`src/rtl/comp_pkg.sv`:
```
// Shared definitions for the 7:3 counter compressor family and its
// thermometer-frame serializer companion.
package comp_pkg;

  localparam int COMP73_N  = 7;
  localparam int COMP73_CW = 3;

  typedef logic [COMP73_CW-1:0] count_t;

  typedef enum logic {IDLE, SEND} therm_state_e;

endpackage

```
`src/rtl/therm_serializer.sv`:
```
// Regenerates a unary (thermometer) frame of N bits from a population count,
// one bit per cycle, with valid/ready handshakes on both sides.
module therm_serializer
  import comp_pkg::*;
#(
  parameter int N  = COMP73_N,
  parameter int CW = $clog2(N + 1)
) (
  input  logic          clk,
  input  logic          rst_n,
  input  logic          in_valid,
  output logic          in_ready,
  input  logic [CW-1:0] in_count,
  output logic          out_valid,
  input  logic          out_ready,
  output logic          out_bit,
  output logic          out_last,
  output logic          sat_err
);

  localparam logic [CW-1:0] N_MAX    = CW'(N);
  localparam logic [CW-1:0] LAST_IDX = CW'(N - 1);
  localparam bit            ONE_BIT  = (N == 1);

  therm_state_e  state, state_n;
  logic [CW-1:0] idx, idx_n;
  logic [CW-1:0] cnt, cnt_n;
  logic          bit_n, last_n, sat_n;
  logic          accept, xfer, over;
  logic [CW-1:0] sat_count;

  // Saturation only exists when N is not the largest value CW bits can hold.
  if (N < (1 << CW) - 1) begin : g_sat
    assign over = (in_count > N_MAX);
  end else begin : g_nosat
    assign over = 1'b0;
  end

  assign sat_count = over ? N_MAX : in_count;
  assign out_valid = (state == SEND);
  assign xfer      = out_valid & out_ready;
  assign in_ready  = (state == IDLE) | (xfer & out_last);
  assign accept    = in_valid & in_ready;

  always_ff @(posedge clk or negedge rst_n) begin
    if (!rst_n) begin
      state    <= IDLE;
      idx      <= '0;
      cnt      <= '0;
      out_bit  <= 1'b0;
      out_last <= 1'b0;
      sat_err  <= 1'b0;
    end else begin
      state    <= state_n;
      idx      <= idx_n;
      cnt      <= cnt_n;
      out_bit  <= bit_n;
      out_last <= last_n;
      sat_err  <= sat_n;
    end
  end

  // An accept takes priority so a new frame can start on the last-bit transfer.
  always_comb begin
    state_n = state;
    idx_n   = idx;
    cnt_n   = cnt;
    bit_n   = out_bit;
    last_n  = out_last;
    sat_n   = 1'b0;
    if (accept) begin
      state_n = SEND;
      idx_n   = '0;
      cnt_n   = sat_count;
      bit_n   = (sat_count != '0);
      last_n  = ONE_BIT;
      sat_n   = over;
    end else if (xfer) begin
      if (out_last) begin
        state_n = IDLE;
        bit_n   = 1'b0;
        last_n  = 1'b0;
      end else begin
        idx_n  = idx + CW'(1);
        bit_n  = (idx_n < cnt);
        last_n = (idx_n == LAST_IDX);
      end
    end
  end

endmodule

```
`config.mk`:
```
export PLATFORM = sky130hd
export DESIGN_NAME = therm_serializer
export DESIGN_NICKNAME = d
export VERILOG_FILES = /design/src/rtl/comp_pkg.sv /design/src/rtl/therm_serializer.sv
export SDC_FILE = /design/constraint.sdc
export NUM_CORES = 1
export LEC_CHECK = 0
export ABC_AREA = 1
export CAP_MARGIN = 20
export CELL_PAD_IN_SITES_DETAIL_PLACEMENT = 1
export CELL_PAD_IN_SITES_GLOBAL_PLACEMENT = 1
export CORE_UTILIZATION = 33
export DETAILED_ROUTE_END_ITERATION = 12
export PLACE_DENSITY_LB_ADDON = 0.1
export SLEW_MARGIN = 20
export SYNTH_ARGS = -nofsm -noshare
export SYNTH_HDL_FRONTEND = slang
export SYNTH_SLANG_ARGS = --single-unit
```
`constraint.sdc`:
```
create_clock -name clk -period 2.2 [get_ports clk]
set_clock_uncertainty 0.1 [all_clocks]
set_input_delay 0.44 -clock clk [delete_from_list [all_inputs] [get_ports clk]]
set_output_delay 0.44 -clock clk [all_outputs]
set_load 0.05 [all_outputs]
```
Word level (Yosys, flattened, before mapping) --
Index checks and enable logic that the tools add are counted.
Storage, ports and cells: bits in registers 9, input bits 7, output and inout bits 5, logic and storage cells 31
Cells by class: $add $sub $neg 1, $lt $le $gt $ge 1, eq/ne operators 2, mux-type cells 12, bitwise operators 5, reduce and logical (&&, ||, !) cells 5
Operators with widths (count):
- $mux W1 | 9
- $mux W3 | 3
- $reduce_and A2 Y1 | 2
- $reduce_bool A2 Y1 | 2
- $add A3 B1 Y3 const B | 1
- $and A1 B1 Y1 | 3
- $eq A3 B3 Y1 const B | 1
- $lt A3 B3 Y1 | 1
- $reduce_bool A3 Y1 | 1
- $ne A2 B1 Y1 const B | 1
- $not A1 Y1 | 1
- $or A1 B1 Y1 | 1

Logic depth before layout (Yosys ltp) --
depth in word-level cells 6, mapped depth 11, depth with buffers taken out 11

Least setup slack after synthesis --
OpenSTA, ideal clock, no wires.
path kind reg-to-reg, start point register idx[0], end point register out_bit, data arrival time 1371 ps, required time 1982 ps, path slack 610 ps, stages on the path, launching flop included 11, buffers on the path 0, cells stage by stage dfrtp_1 > ha_1 > xor2_1 > ha_1 > nand2_1 > nand2_1 > inv_1 > nand2_1 > nand2_1 > nand3_1 > nand2_1
Between the ends: longest elaborated chain between the ends 5
Ends and longest elaborated chain:
- start, declared | line therm_serializer.sv:26 | logic [CW-1:0] idx, idx_n;
- start signal, assigned | line therm_serializer.sv:55 | idx <= idx_n;
- $add A3 B1 Y3 | line therm_serializer.sv:84 | idx_n = idx + CW'(1);
- $lt A3 B3 Y1 | line therm_serializer.sv:85 | bit_n = (idx_n < cnt);
- $mux W1 | line therm_serializer.sv:79 | if (out_last) begin
- $mux W1 | line therm_serializer.sv:78 | end else if (xfer) begin
- $mux W1 | line therm_serializer.sv:71 | if (accept) begin
- end signal, assigned | line therm_serializer.sv:57 | out_bit <= bit_n;
- end, declared | line therm_serializer.sv:16 | output logic out_bit,
Every way passes these cells. The select of a mux whose other input is x is not followed. A chain may end at the register's enable or synchronous reset.

Final worst setup path --
start point register out_last, end point output out_last
RTL lines:
- start, declared | line therm_serializer.sv:17 | output logic out_last,
- start signal, assigned | line therm_serializer.sv:58 | out_last <= last_n;
No word-level cell between the ends.

==> summary.md <==
| Metric | Value |
|---|---|
| Status | `complete, no violations` |
| Synth top area share | `44.6%` |
| First-pass DRT Iterations | `2` |
| Post CTS Setup Buffer Count | `0` |
| Worst vdd ir | `approximately 570 uV` |
| Vias per inst | `about 4.7` |
| Max-cap violations | `0` |
| Synthesized net count | `70` |
| Post-DRT Antenna Nets | `0` |
| Post-synthesis simple-gate area fraction | `29.5%` |
| Non-filler cells, final | `87` |
| Clk_lat worst skew | `0.26 ns` |
| DR iter-0 viols | `2` |
| DR DRC count | `0` |
| H-tree level count | `1` |
| RSZ-0062 raised after global routing | `false` |
| Clock sinks | `9` |
| Row count | `13` |
| Commonest cells after routing, fill and taps aside | `nand2_1, dfrtp_1, clkdlybuf4s50_1` |
| Achievable Freq | `476 MHz` |
| Crit-path max FO | `5` |
| Starting density of the core | `37.0%` |
| Largest delay contributor family on the critical path | `buffers and inverters` |
| I/O Pins | `12` |
| Clock share of power | `12.1%` |
| Vias post-DR | `408` |
| Leading cell type in the layout, fill and taps excluded | `nand2_1` |
| CTS tree | `done` |
| Antenna cell count | `0` |
| Syn_area_per_cell | `8.57 um2` |
| Vias in the first global route | `about 400` |
| Power consumption | `roughly 0.0011 W` |
| Fin crit share | `95.6%` |
| Wire per inst | `11.3 um` |
| Synth Area in Compound Gates | `5.94%` |
| Final max-slew violation count | `0` |
| Final setup viols | `0` |
| CP startpoint | `out_last` |
| CP required | `roughly 1.7 ns` |
| Resize count post-CTS | `0` |
| Setup tns final | `0 ns` |
| Grt ovf | `0` |
| Net Switching | `0.000499 W` |
| Leak pwr | `0.329 nW` |
| Tmin final | `2.10 ns` |
| Chip Height | `41.1 um` |
| Fin. Hold Viols | `0` |
| Critical Path Slowest Stage Cell | `clkdlybuf4s50_1` |
| Worst r2r src | `idx[0]` |
| Core area | `1370 um2` |
| Synth cell types | `16` |
| Sw frac | `47.2%` |
| Post-CTS Hold Fix Bufs | `0` |
| Tot GR Track Use | `roughly 16%` |
| Worst flop-to-flop path endpoint | `out_bit` |
| Class of the worst hold path | `flip-flop to flip-flop` |
| CTS Buf Count | `3` |
| WP depth | `1` |
| DIE AREA | `~1700 um2` |
| Crit-path max cell delay | `0.85 ns` |
| #FFs+latches synth | `9` |
| DP Worst Slack | `0.366 ns` |
| Comb power frac | `58.6%` |
| Main combinational cell family by area after synthesis | `simple AND/OR/NAND/NOR gates` |
| Layout Nets | `84` |
| Portion of netlist area occupied by mux cells | `0%` |
| Area grow syn2layout | `29.2%` |
| Critical Path Sink | `out_last` |
| Worst Setup End Kind | `output pin` |
| R2R setup slack | `0.49 ns` |
| Mapped Cells | `59` |
| Area of the multi-input gates | `241 um2` |
| Seq/Total Area, Yosys | `44.6%` |
| Initial antenna violation count | `0` |
| Power per Cell Area | `around 1600 nW/um2` |
| R2R depth | `10` |
| Largest net degree at the start of global routing | `11` |
| Clock-pin slew on the worst setup and hold paths | `0.06 ns` |
| Fill cell count | `164` |
| Share of cells above drive strength 1 | `13.9%` |
| Post-synthesis cell area | `about 510 um2` |
| Reg area | `roughly 230 um2` |
| Synth area leaders | `dfrtp_1, nand2_1, ha_1, nand3_1, o21ai_0` |
| Final Util | `47.8%` |
| Clock root cell | `clkbuf_4` |
| Worst Path Arrival | `1.56 ns` |
| RePlAce Congestion | `0.685` |
| Post-Route WL | `981 um` |
| Critical path type | `flip-flop to output pin` |
| Startpoint Class | `flip-flop` |
| Final worst setup slack | `between 0.09 and 0.1 ns` |
| Buf/Inv on CP | `1` |
| Slew @ Worst Pin | `0.498 ns` |
| Placed Cells | `83` |
| Sequential power share | `29.3%` |
| I/O Buffers | `10` |
| Int Power | `0.000559 W` |
| Worst path cell trace | `clkdlybuf4s50_1` |
| Synth warnings | `0` |
| First-pass GRT wire length | `1680 um` |
| Leading area contributor after synthesis | `dfrtp_1` |
| Adder-Cell Fraction of Synth Area | `9.90%` |
| Detail Placement HPWL | `772 um` |
| Slew HR | `66.7%` |
| Xor-xnor portion of the synthesized cell area | `1.73%` |
| Die W | `41.1 um` |
| Clock buffer depth | `2` |
## cell usage after synthesis, drive strengths merged
cell type,count
o21ai,5
nor2,4
inv,6
buf,1
ha,4
nand2,19
nor3,1
nand3,6
xor2,1
dfrtp,9
clkinv,1
conb,1
a21oi,1
## area by class of cell
cell class / instances / share of cell area [%]
Sequential cell: 9 / 34.5
Multi-Input combinational cell: 42 / 37.0
Inverter: 7 / 4.79
Timing Repair Buffer: 10 / 16.9
Clock buffer: 4 / 4.02
Tap cell: 15 / 2.87
## worst min-delay path: cells and delay by family (launching register included)
family / cells / cell delay, ns
flops: 1 / 0.34
simple gates: 2 / 0.11
## worst min-delay path by stage
| stage | from | end | slack (ns) | cells after the start |
|---|---|---|---|---|
| CTS | cnt[0] | cnt[0] | 0.39 | 2 |
| detailed placement | cnt[0] | cnt[0] | 0.37 | 2 |
| global placement | cnt[0] | cnt[0] | 0.37 | 2 |
| finish | cnt[0] | cnt[0] | 0.38 | 2 |
| global route | cnt[0] | cnt[0] | 0.42 | 2 |
| floorplan | rst_n | cnt[0] | 0.04 | 0 |
## per-stage QoR
stage / instance area (um2) / hold WS [ns]
after CTS: 653 / 0.386
after global placement: 627 / 0.369
after detailed placement: 627 / 0.369
final: 653 / 0.381
after global routing: 653 / 0.424
after floorplan: 505 / 0.0444
## registers in the layout, summed over array words and instances (netlist names)
register and cells:
out_last 1, cnt 3, out_bit 1, idx 3, out_valid 1
## power groups by stage
stage,Combinational (W),Sequential (W),Clock (W)
2_1_floorplan,0.000356,0.000389,0
3_3_place_gp,0.000610,0.000311,0
3_5_place_dp,0.000626,0.000315,0
4_1_cts,0.000630,0.000312,0.000134
5_1_grt,0.000707,0.000323,0.000137
6_report,0.000620,0.000310,0.000128
## kinds of logic after synthesis
| logic type | after synthesis |
|---|---|
| xor+xnor | 1 |
| fa+ha+maj | 4 |
| flops | 9 |
| buf+inv | 8 |
| simple gates | 30 |
| compound gates | 6 |
| other cells | 1 |
## layer usage
layer | routed length [um] | GRT usage (%) | vias to the layer above
li1 | - | - | 211
met1 | 476 | 19.1 | 186
met2 | 452 | 25.4 | 9
met3 | 39 | 3.26 | 2
met4 | 12 | 12.1 | 0
met5 | 0 | 0 | -
(Power assumes the default switching activity.)
